**src/rtl/uart_rx.sv**
```systemverilog
// UART receiver: 16x oversampled, start + NB_DATA data bits (LSB first) + stop.
// Produces a one-clock done pulse with the captured word and a framing-error flag.
module uart_rx #(
   parameter int NB_DATA  = 8,
   parameter int SB_TICK  = 16,
   parameter int NB_STATE = 4
) (
   input  logic               i_clk,
   input  logic               i_reset,
   input  logic               i_rx,
   input  logic               i_tick,
   output logic [NB_DATA-1:0] o_data,
   output logic               o_rx_done_tick,
   output logic               o_frame_err
);

   typedef enum logic [NB_STATE-1:0] {
      IDLE  = NB_STATE'(1),
      START = NB_STATE'(2),
      DATA  = NB_STATE'(4),
      STOP  = NB_STATE'(8)
   } state_t;

   logic               rx_meta_q;
   logic               rx_s_q;
   state_t             state_q, state_d;
   logic [4:0]         s_q, s_d;
   logic [2:0]         n_q, n_d;
   logic [NB_DATA-1:0] b_q, b_d;
   logic [NB_DATA-1:0] data_q, data_d;
   logic               err_q, err_d;
   logic               done_q, done_d;

   // Two-flop synchronizer for the asynchronous serial line; idles high.
   always_ff @(posedge i_clk or posedge i_reset) begin
      if (i_reset) begin
         rx_meta_q <= 1'b1;
         rx_s_q    <= 1'b1;
      end else begin
         rx_meta_q <= i_rx;
         rx_s_q    <= rx_meta_q;
      end
   end

   // State, counters, shift register and registered outputs.
   always_ff @(posedge i_clk or posedge i_reset) begin
      if (i_reset) begin
         state_q <= IDLE;
         s_q     <= '0;
         n_q     <= '0;
         b_q     <= '0;
         data_q  <= '0;
         err_q   <= 1'b0;
         done_q  <= 1'b0;
      end else begin
         state_q <= state_d;
         s_q     <= s_d;
         n_q     <= n_d;
         b_q     <= b_d;
         data_q  <= data_d;
         err_q   <= err_d;
         done_q  <= done_d;
      end
   end

   // Next-state logic: start detect is immediate, everything else advances on i_tick.
   always_comb begin
      state_d = state_q;
      s_d     = s_q;
      n_d     = n_q;
      b_d     = b_q;
      data_d  = data_q;
      err_d   = err_q;
      done_d  = 1'b0;
      case (state_q)
         IDLE: begin
            if (!rx_s_q) begin
               state_d = START;
               s_d     = '0;
            end
         end
         START: begin
            if (i_tick) begin
               if (s_q == 5'd7) begin
                  if (!rx_s_q) begin
                     state_d = DATA;
                     s_d     = '0;
                     n_d     = '0;
                  end else begin
                     state_d = IDLE;
                  end
               end else begin
                  s_d = s_q + 5'd1;
               end
            end
         end
         DATA: begin
            if (i_tick) begin
               if (s_q == 5'd15) begin
                  s_d = '0;
                  b_d = {rx_s_q, b_q[NB_DATA-1:1]};
                  if (n_q == 3'(NB_DATA - 1)) begin
                     state_d = STOP;
                  end else begin
                     n_d = n_q + 3'd1;
                  end
               end else begin
                  s_d = s_q + 5'd1;
               end
            end
         end
         STOP: begin
            if (i_tick) begin
               if (s_q == 5'(SB_TICK - 1)) begin
                  state_d = IDLE;
                  data_d  = b_q;
                  err_d   = ~rx_s_q;
                  done_d  = 1'b1;
               end else begin
                  s_d = s_q + 5'd1;
               end
            end
         end
         default: state_d = IDLE;
      endcase
   end

   assign o_data         = data_q;
   assign o_frame_err    = err_q;
   assign o_rx_done_tick = done_q;

endmodule
```
**config.mk**
```make
export PLATFORM = sky130hd
export DESIGN_NAME = uart_rx
export DESIGN_NICKNAME = d
export VERILOG_FILES = /design/src/rtl/uart_rx.sv
export SDC_FILE = /design/constraint.sdc
export NUM_CORES = 1
export LEC_CHECK = 0
export BUFFER_PORTS_ARGS = -buffer_cell sky130_fd_sc_hd__buf_2
export CELL_PAD_IN_SITES_DETAIL_PLACEMENT = 1
export CELL_PAD_IN_SITES_GLOBAL_PLACEMENT = 1
export CORE_UTILIZATION = 34
export CTS_CLUSTER_DIAMETER = 100
export DETAILED_ROUTE_END_ITERATION = 8
export MAX_ROUTING_LAYER = met4
export PLACE_DENSITY = 0.71
export SLEW_MARGIN = 5
export SYNTH_ARGS = -nofsm -noshare
export SYNTH_HDL_FRONTEND = slang
export SYNTH_SLANG_ARGS = --single-unit
```
**constraint.sdc**
```tcl
create_clock -name i_clk -period 2.68 [get_ports i_clk]
set_clock_uncertainty 0.15 [all_clocks]
set_input_delay 0.402 -clock i_clk [delete_from_list [all_inputs] [get_ports i_clk]]
set_output_delay 0.402 -clock i_clk [all_outputs]
set_load 0.1 [all_outputs]
```
* Word level (Yosys, flattened, before mapping)
Index checks and enable logic that the tools add are counted.
** Storage, ports and cells
- Register bits after elaboration :: 32
- Latch bits :: 0
- RAM bits :: 0
- ROM bits :: 0
- Input bits :: 4
- Output and inout bits :: 10
- Logic and storage cells :: 65
- Memories :: 0
** Cells by class
- Add/sub/neg operators :: 2
- $mul :: 0
- Div/mod/pow operators :: 0
- Magnitude comparators :: 0
- Equal/unequal tests :: 18
- Shift operators :: 0
- Multiplexer cells :: 28
- Bitwise gates (word level) :: 1
- Reductions and logical operators :: 7
** Operators by type and width (count)
- 2-to-1 mux 5 bit :: 7
- 2-to-1 mux 4 bit :: 8
- != test 2 bit (second input constant) :: 11
- 2-to-1 mux 3 bit :: 7
- one-hot mux 5 bit (4 select lines) :: 1
- one-hot mux 4 bit (4 select lines) :: 1
- AND reduction 8 bit :: 1
- AND reduction 7 bit :: 1
- one-hot mux 3 bit (2 select lines) :: 1
- AND reduction 3 bit :: 2
- adder 5 x 1 -> 5 bit (second input constant) :: 1
- equality test 5 x 3 -> 1 bit (second input constant) :: 1
- equality test 5 x 4 -> 1 bit (second input constant) :: 1
- AND reduction 5 bit :: 1
- equality test 4 x 1 -> 1 bit (second input constant) :: 1
- equality test 4 x 2 -> 1 bit (second input constant) :: 1
- equality test 4 x 3 -> 1 bit (second input constant) :: 1
- equality test 4 bit (second input constant) :: 1
- nonzero test 4 bit :: 1
- adder 3 x 1 -> 3 bit (second input constant) :: 1
- equality test 3 bit (second input constant) :: 1
- 2-to-1 mux 1 bit :: 3
- nonzero test 2 bit :: 1
- inverter 1 bit :: 1

* Logic depth before layout (Yosys ltp)
Gate-level depths: netlist (run 1).
- Depth after elaboration :: 5
- Depth in mapped cells :: 7
- Mapped depth without buffers :: 6

* Worst setup path before layout (run 1)
No wires, ideal clock.
- Kind :: reg-to-reg
- Start point :: reg s_q[0]
- End point :: reg state_q[3]
- Setup time :: 0.128 ns
- Arrival :: 1.636 ns
- Data required time :: 2.402 ns
- Path slack :: 0.766 ns
- Cell stages (with the launch flop) :: 7
- Path buffers :: 1
- Period minus slack after synthesis :: 1.914 ns
- Path through :: dfrtp_1 ha_1 and4b_1 buf_2 a21o_1 a21oi_1 mux2_1
** On the way
- Cells in the longest elaborated chain, start to end :: 3
- Elaborated cells between the ends (all ways) :: 6
- Classes of those cells :: eq/ne: 5; reduce/logical: 1
** RTL lines
- start: declaration :: line 27 : logic [4:0] s_q, s_d;
- start signal: assignment :: line 49 : s_q <= '0;
- start signal: assignment :: line 57 : s_q <= s_d;
- equality test 5 x 4 -> 1 bit / equality test 5 x 3 -> 1 bit (equally long branches) :: line 99, 114, 84
- != test 2 bit (no line)
- AND reduction 8 bit (no line) *
- end signal: assignment :: line 56 : state_q <= state_d;
- end: declaration :: line 26 : state_t state_q, state_d;
Mark *: on every way between the ends. The rest lies on a longest branch, timed or not.
A chain may end at the register's enable or synchronous reset.

* Worst setup path in the final report (run 1)
- Start point :: reg s_q[0]
- End point :: reg data_q[2], in the netlist o_data[2]
** On the way
- Cells in the longest elaborated chain, start to end :: 2
** RTL lines
- equality test 5 x 4 -> 1 bit :: line 114 : if (s_q == 5'(SB_TICK - 1)) begin
- AND reduction 3 bit (no line)
- end signal: assignment :: line 60 : data_q <= data_d;
- end: declaration :: line 30 : logic [NB_DATA-1:0] data_q, data_d;
Every way passes these cells.

==> results of run 1 <==
-- sequential cells by signal, summed over array words and instances (netlist names) --
name / count
o_frame_err: 1
o_rx_done_tick: 1
n_q: 3
b_q: 8
state_q: 4
o_data: 8
rx_s_q: 1
rx_meta_q: 1
s_q: 5
-- per-layer routing --
layer  up-vias  routed length [um]  share of wire [%]  global-route usage [%]
met4         0                  57                1.6                    7.19
met2        19                1660                 48                    24.6
li1        545                   -                  -                       -
met3         6                 141                4.0                    5.28
met5         -                   0                  0                       -
met1       554                1620                 46                    20.1
-- placed cells by master (no fill, tap or decap), types with 2 or more instances in the layout --
master    instances
a211oi_1          3
a21bo_2           2
a21o_1            2
a21oi_1           6
a22o_1            3
buf_2            13
clkbuf_8          5
dfrtp_1          29
dfstp_2           3
ha_1              4
inv_1             5
mux2_2           16
nand2_1          10
nand2b_1          4
nand3_1           5
nand4_1           2
nand4b_1          2
nor2_1            8
nor2b_1           2
nor3b_2           5
o21ai_0           6
-- critical path: stages, from the launching register on --
cell and delay [ps]:
dfrtp_1 400, ha_1 290, and4b_1 390, nand3_1 460, mux2_2 440
-- worst paths after layout --
check,startpoint,to,cells after the start
worst max-delay path,s_q[0]$_DFFE_PP0P_,o_data[2]$_DFFE_PP0P_,4
worst min-delay path,i_reset,s_q[3]$_DFFE_PP0P_,3
worst max register to register,s_q[0]$_DFFE_PP0P_,o_data[2]$_DFFE_PP0P_,4
worst min register to register,rx_meta_q$_DFF_PP1_,rx_s_q$_DFF_PP1_,0
max in group asynchronous,i_reset,rx_s_q$_DFF_PP1_,3
min in group i_clk,i_rx,rx_meta_q$_DFF_PP1_,1
-- final cells by class --
type | instances | area share, %
clock buffers | 6 | 3.84
clock inverters | 2 | 1.85
inverters | 5 | 0.993
multi-input cells | 99 | 42.5
flip-flops and latches | 32 | 42.6
well taps | 67 | 4.44
repair buffers | 14 | 3.84
-- through the flow --
stage	worst slack, ps	instances
finish	426	225
global placement	575	217
global route	305	225
CTS	419	225
floorplan	766	144
detailed placement	449	217
-- logic make-up (layout without fill, tap and decap cells) --
| kind of cell | Yosys count | in the layout |
|---|---|---|
| AOI/OAI and AO/OA | 27 | 27 |
| xor gates and xnor gates | 2 | 2 |
| adders and majority gates | 4 | 4 |
| buffers and inverters | 13 | 27 |
| DFF | 32 | 32 |
| muxes | 19 | 19 |
| and+or+nand+nor | 47 | 47 |
-- power by group --
part	internal, mW	leakage (nW)	switching, mW
logic	0.124	0.413	0.126
clock network	0.276	0.0552	0.180
registers	0.522	0.430	0.0838
total	0.922	0.898	0.390
==> results.toml, run 1 <==
[status]
status = "complete, no violations"

[final_layout]
final_area_um2 = 1890
area_delta_synth_final_pct = 12.5
finish.utilization_pct = 40.0
regArea_um2 = 805
antennaDiodeCount = 0
nFillCells = 504
multi_input_comb_area_um2 = 802
drive_gt1_share_pct = 34.8
nets = 165

[hold_path]
hold_path_class = "input pin to asynchronous set/reset pin"

[synthesis]
yosys.area_share.adder_pct = 2.98
synth_top_area_share_pct = 43.2
yosysMostFrequentCell = "dfrtp_1"
yosys.area.top_type = "dfrtp_1"
yosysWarnings = 0
netlist_area_um2 = 1680
synth_compound_area_share_pct = 11.5
synthMuxAreaShare_pct = 12.9
synth_area_leaders = "dfrtp_1 43%, mux2_2 11%, dfstp_2 4.7%"
async_flop_share_pct = 100
synth_cell_types = 42
avgSynthCellArea_um2 = 11.7
synth_edf_count = 0
ys_seq_area_share_pct = 47.9
synth_cells = 144
syn_nets = 152
yosys.area_share.simple_pct = 19.3
synth_xor_area_share_pct = 1.04
synth-seq-cells = 32
yosys_most_used_dff = "dfrtp_1"
synth.top_cells.by_count = "29 x dfrtp_1, 16 x mux2_2, 10 x nand2_1"
synth_top_family_by_area = "simple AND/OR/NAND/NOR gates"

[floorplanning]
start_util_pct = 35.5
die_h_um = 72.3
rows = 25
die_w_um = 72.3
io_pins = 14
core_region_area_um2 = 4720
dieArea_um2 = 5220

[place]
gp_congestion = 0.914
port_buffers = 13
placed_cell_area_um2 = 1780
dp_hpwl_mm = 2.38

[global_routing]
grt-ovfl-total = 0
grt_antenna_before_repair = 0
grt_util_all_layers_pct = 16.3
grt_pass1_vias = 1260
grt_pass1_wl_mm = 6.19
grt_start_max_net_pins = 33

[run]
cap_viol_max_count = 0

[sta]
post-route-min-period_ps = 2250
hold_ws_ps = 40.4
slew_viol_final = 0
fin_crit_sh_pct = 84.1
fin_setup_tns_ps = 0
setup_viol = 0
grt_setup_unrepaired = "no"
finalHoldViolCount = 0
relSlewSlack_pct = 63.5
tightestPinTransition_ps = 548
clock.fmax_mhz = 444

[detailed_routing]
vias_per_cell = 5.00
drc = 0
drtPass1Iterations = 4
ant_nets = 0
drt_wl_total_mm = 3.48
drt_iter0_drc = 49
wire_per_inst_um = 15.5
vias = 1124

[clocking]
cts-resized-gates = 0
cts_root_buffer = "clkbuf_8"
cts_hold_buf = 0
post_cts_buffers = 0
numClockSinks = 32
clockBufferDepth = 2
cts_made_buffers = 5
clkTransAtPathRegs_ps = 70
cts_tree = "yes"
clk-insertion-delay-late_ps = 290
cts_max_level = 2

[pwr]
power.density_nw_per_um2 = 694
leakagePower_nw = 0.898
max-vdd-ir-drop_uv = 308
finalPower_mw = 1.31

[worst_setup_path]
critical_path_class = "flip-flop to flip-flop"
crit_required_ps = 2700
crit_fanout = 11
endpoint_kind = "flip-flop"
crit_path_start_kind = "flip-flop"
r2r_setup_slack_ps = 430
worstPathArrival_ps = 2270
(Power assumes the default switching activity.)
==> run 2: changes to the inputs <==
Clock period 2.68 ns to 2.3 ns, I/O delays scaled along.
==> run 2 against run 1 <==
Die area is the same. Clock power shrank 6.4%. Clock-buffer cell count shrank 1. Design area grew 0.40%. Sequential share of layout area shrank 0.17 points. Combinational power grew 14%. Largest cell class unchanged. Largest power group unchanged. Highest routed layer unchanged.
==> results.toml, run 2 (synthesis results as in run 1) <==
[worst_setup_path]
crit_path_cell_trace = "nor3b_2 -> nor2_1 -> a21o_1 -> a21oi_1 -> mux2_1"
slowest_delay_ps = 660
crit_fanout = 14
worstPathArrival_ps = 2150
crit_path_start_kind = "flip-flop"
critical_path_class = "flip-flop to flip-flop"
crit_required_ps = 2320
slowest_stage = "dfrtp_1"
r2r-end = "state_q[3]$_DFFE_PP0P_"
rr_startpoint = "state_q[3]$_DFFE_PP0P_"
setup.worst_path.start = "state_q[3]$_DFFE_PP0P_"
endpoint_kind = "flip-flop"
r2r.worst_path.cells = 5
r2r_setup_slack_ps = 170

[global_routing]
grt_util_all_layers_pct = 15.3
grt_pass1_vias = 1211
grt-ovfl-total = 0
grt_pass1_wl_mm = 5.87
grt_start_max_net_pins = 33
grt_antenna_before_repair = 0

[sta]
slew_viol_final = 0
fin_crit_sh_pct = 92.7
post-route-min-period_ps = 2130
setup_viol = 0
fin_setup_tns_ps = 0
hold_ws_ps = 207
tightestPinTransition_ps = 569
finalHoldViolCount = 0
grt_setup_unrepaired = "no"
clock.fmax_mhz = 469
relSlewSlack_pct = 62.1

[place]
port_buffers = 13
dpl.cell_count = 218
gp_congestion = 0.848
dp_hpwl_mm = 2.41

[clocking]
cts_max_level = 2
clockBufferDepth = 2
clkTransAtPathRegs_ps = 70
cts_made_buffers = 5
numClockSinks = 32
cts-resized-gates = 0
cts_tree = "yes"
post_cts_buffers = 0
cts_root_buffer = "clkbuf_8"
cts_hold_buf = 2
clk-insertion-delay-late_ps = 280

[detailed_routing]
vias = 1148
wl_met1_mm = 1.50
drt_iter0_drc = 75
ant_nets = 0
drtPass1Iterations = 4
dr_wl_met3_um = 102
vias_per_cell = 5.04
drc = 0
drt_wl_total_mm = 3.35
route.met2.wl_mm = 1.66
top_layer = "met4"
wire_per_inst_um = 14.7

[final_layout]
finish.utilization_pct = 40.2
final_common_cell = "dfrtp_1"
antennaDiodeCount = 0
regArea_um2 = 805
area_delta_synth_final_pct = 13.0
instances_no_fill = 228
layout_common_cells = "29 x dfrtp_1, 16 x mux2_2, 13 x buf_2"
nets = 168
drive_gt1_share_pct = 35.4
multi_input_comb_area_um2 = 802
nFillCells = 523

[hold_path]
min_to = "rx_s_q$_DFF_PP1_"
hold_path_class = "flip-flop to flip-flop"
min-delay-start = "rx_meta_q$_DFF_PP1_"
min_path_cells = 0

[pwr]
max-vdd-ir-drop_uv = 474
power.density_nw_per_um2 = 749
leakagePower_nw = 0.903

[status]
status = "complete, no violations"

[run]
cap_viol_max_count = 0

[floorplanning]
rows = 25
dieArea_um2 = 5220
die_w_um = 72.3
die_h_um = 72.3
io_pins = 14
start_util_pct = 35.5
core_region_area_um2 = 4720
-- run 2: cell count changes in the layout (fill, tap and decap cells not counted), sizes merged --
| cell | delta |
|---|---|
| clkinv | +2 |
| buf | +1 |
| bufinv | -1 |
| clkbuf | -1 |
| dlygate4sd3 | +2 |
-- run 2: layout make-up --
| cell class | count | share of cell area (%) |
|---|---|---|
| inverter | 5 | 0.989 |
| tap | 67 | 4.42 |
| clock inverter | 3 | 0.989 |
| clock buffer | 5 | 3.63 |
| multi-input combinational | 99 | 42.3 |
| sequential | 32 | 42.4 |
| timing repair buffer | 17 | 5.28 |
-- run 2: worst max-delay path by stage --
stage	cells past startpoint	slack, ps	end
after floorplan	6	390	state_q[3]$_DFFE_PP0P_
after global placement	5	210	state_q[3]$_DFFE_PP0P_
after detailed placement	5	210	state_q[3]$_DFFE_PP0P_
after CTS	5	190	state_q[3]$_DFFE_PP0P_
after global routing	5	30	state_q[3]$_DFFE_PP0P_
final	5	170	state_q[3]$_DFFE_PP0P_
-- run 2: power breakdown --
part | internal, mW | leakage (nW) | switching (mW) | total [mW]
logic | 0.146 | 0.426 | 0.139 | 0.286
clock network | 0.210 | 0.0479 | 0.217 | 0.427
registers | 0.609 | 0.430 | 0.100 | 0.709
-- run 2: per-stage QoR --
| step | instance area [um2] | total power, mW | worst slack (ps) |
|---|---|---|---|
| 3_5_place_dp | 1790 | 1.00 | 212 |
| 2_1_floorplan | 1680 | 0.959 | 386 |
| 5_1_grt | 1900 | 1.50 | 28.1 |
| 6_report | 1900 | 1.42 | 169 |
| 4_1_cts | 1900 | 1.44 | 190 |
| 3_3_place_gp | 1790 | 0.978 | 210 |
-- run 2: routing by layer --
layer  global-route usage (%)  up-vias
li1                         -      550
met1                     19.1      571
met2                     24.0       19
met3                     3.75        8
met4                     6.10        0
met5                        -        -
-- run 2: critical path: cells and delay by family (launching register included) --
kind / cells / cell delay [ps]
flops: 1 / 660
simple gates: 2 / 470
compound gates: 2 / 390
mux: 1 / 350
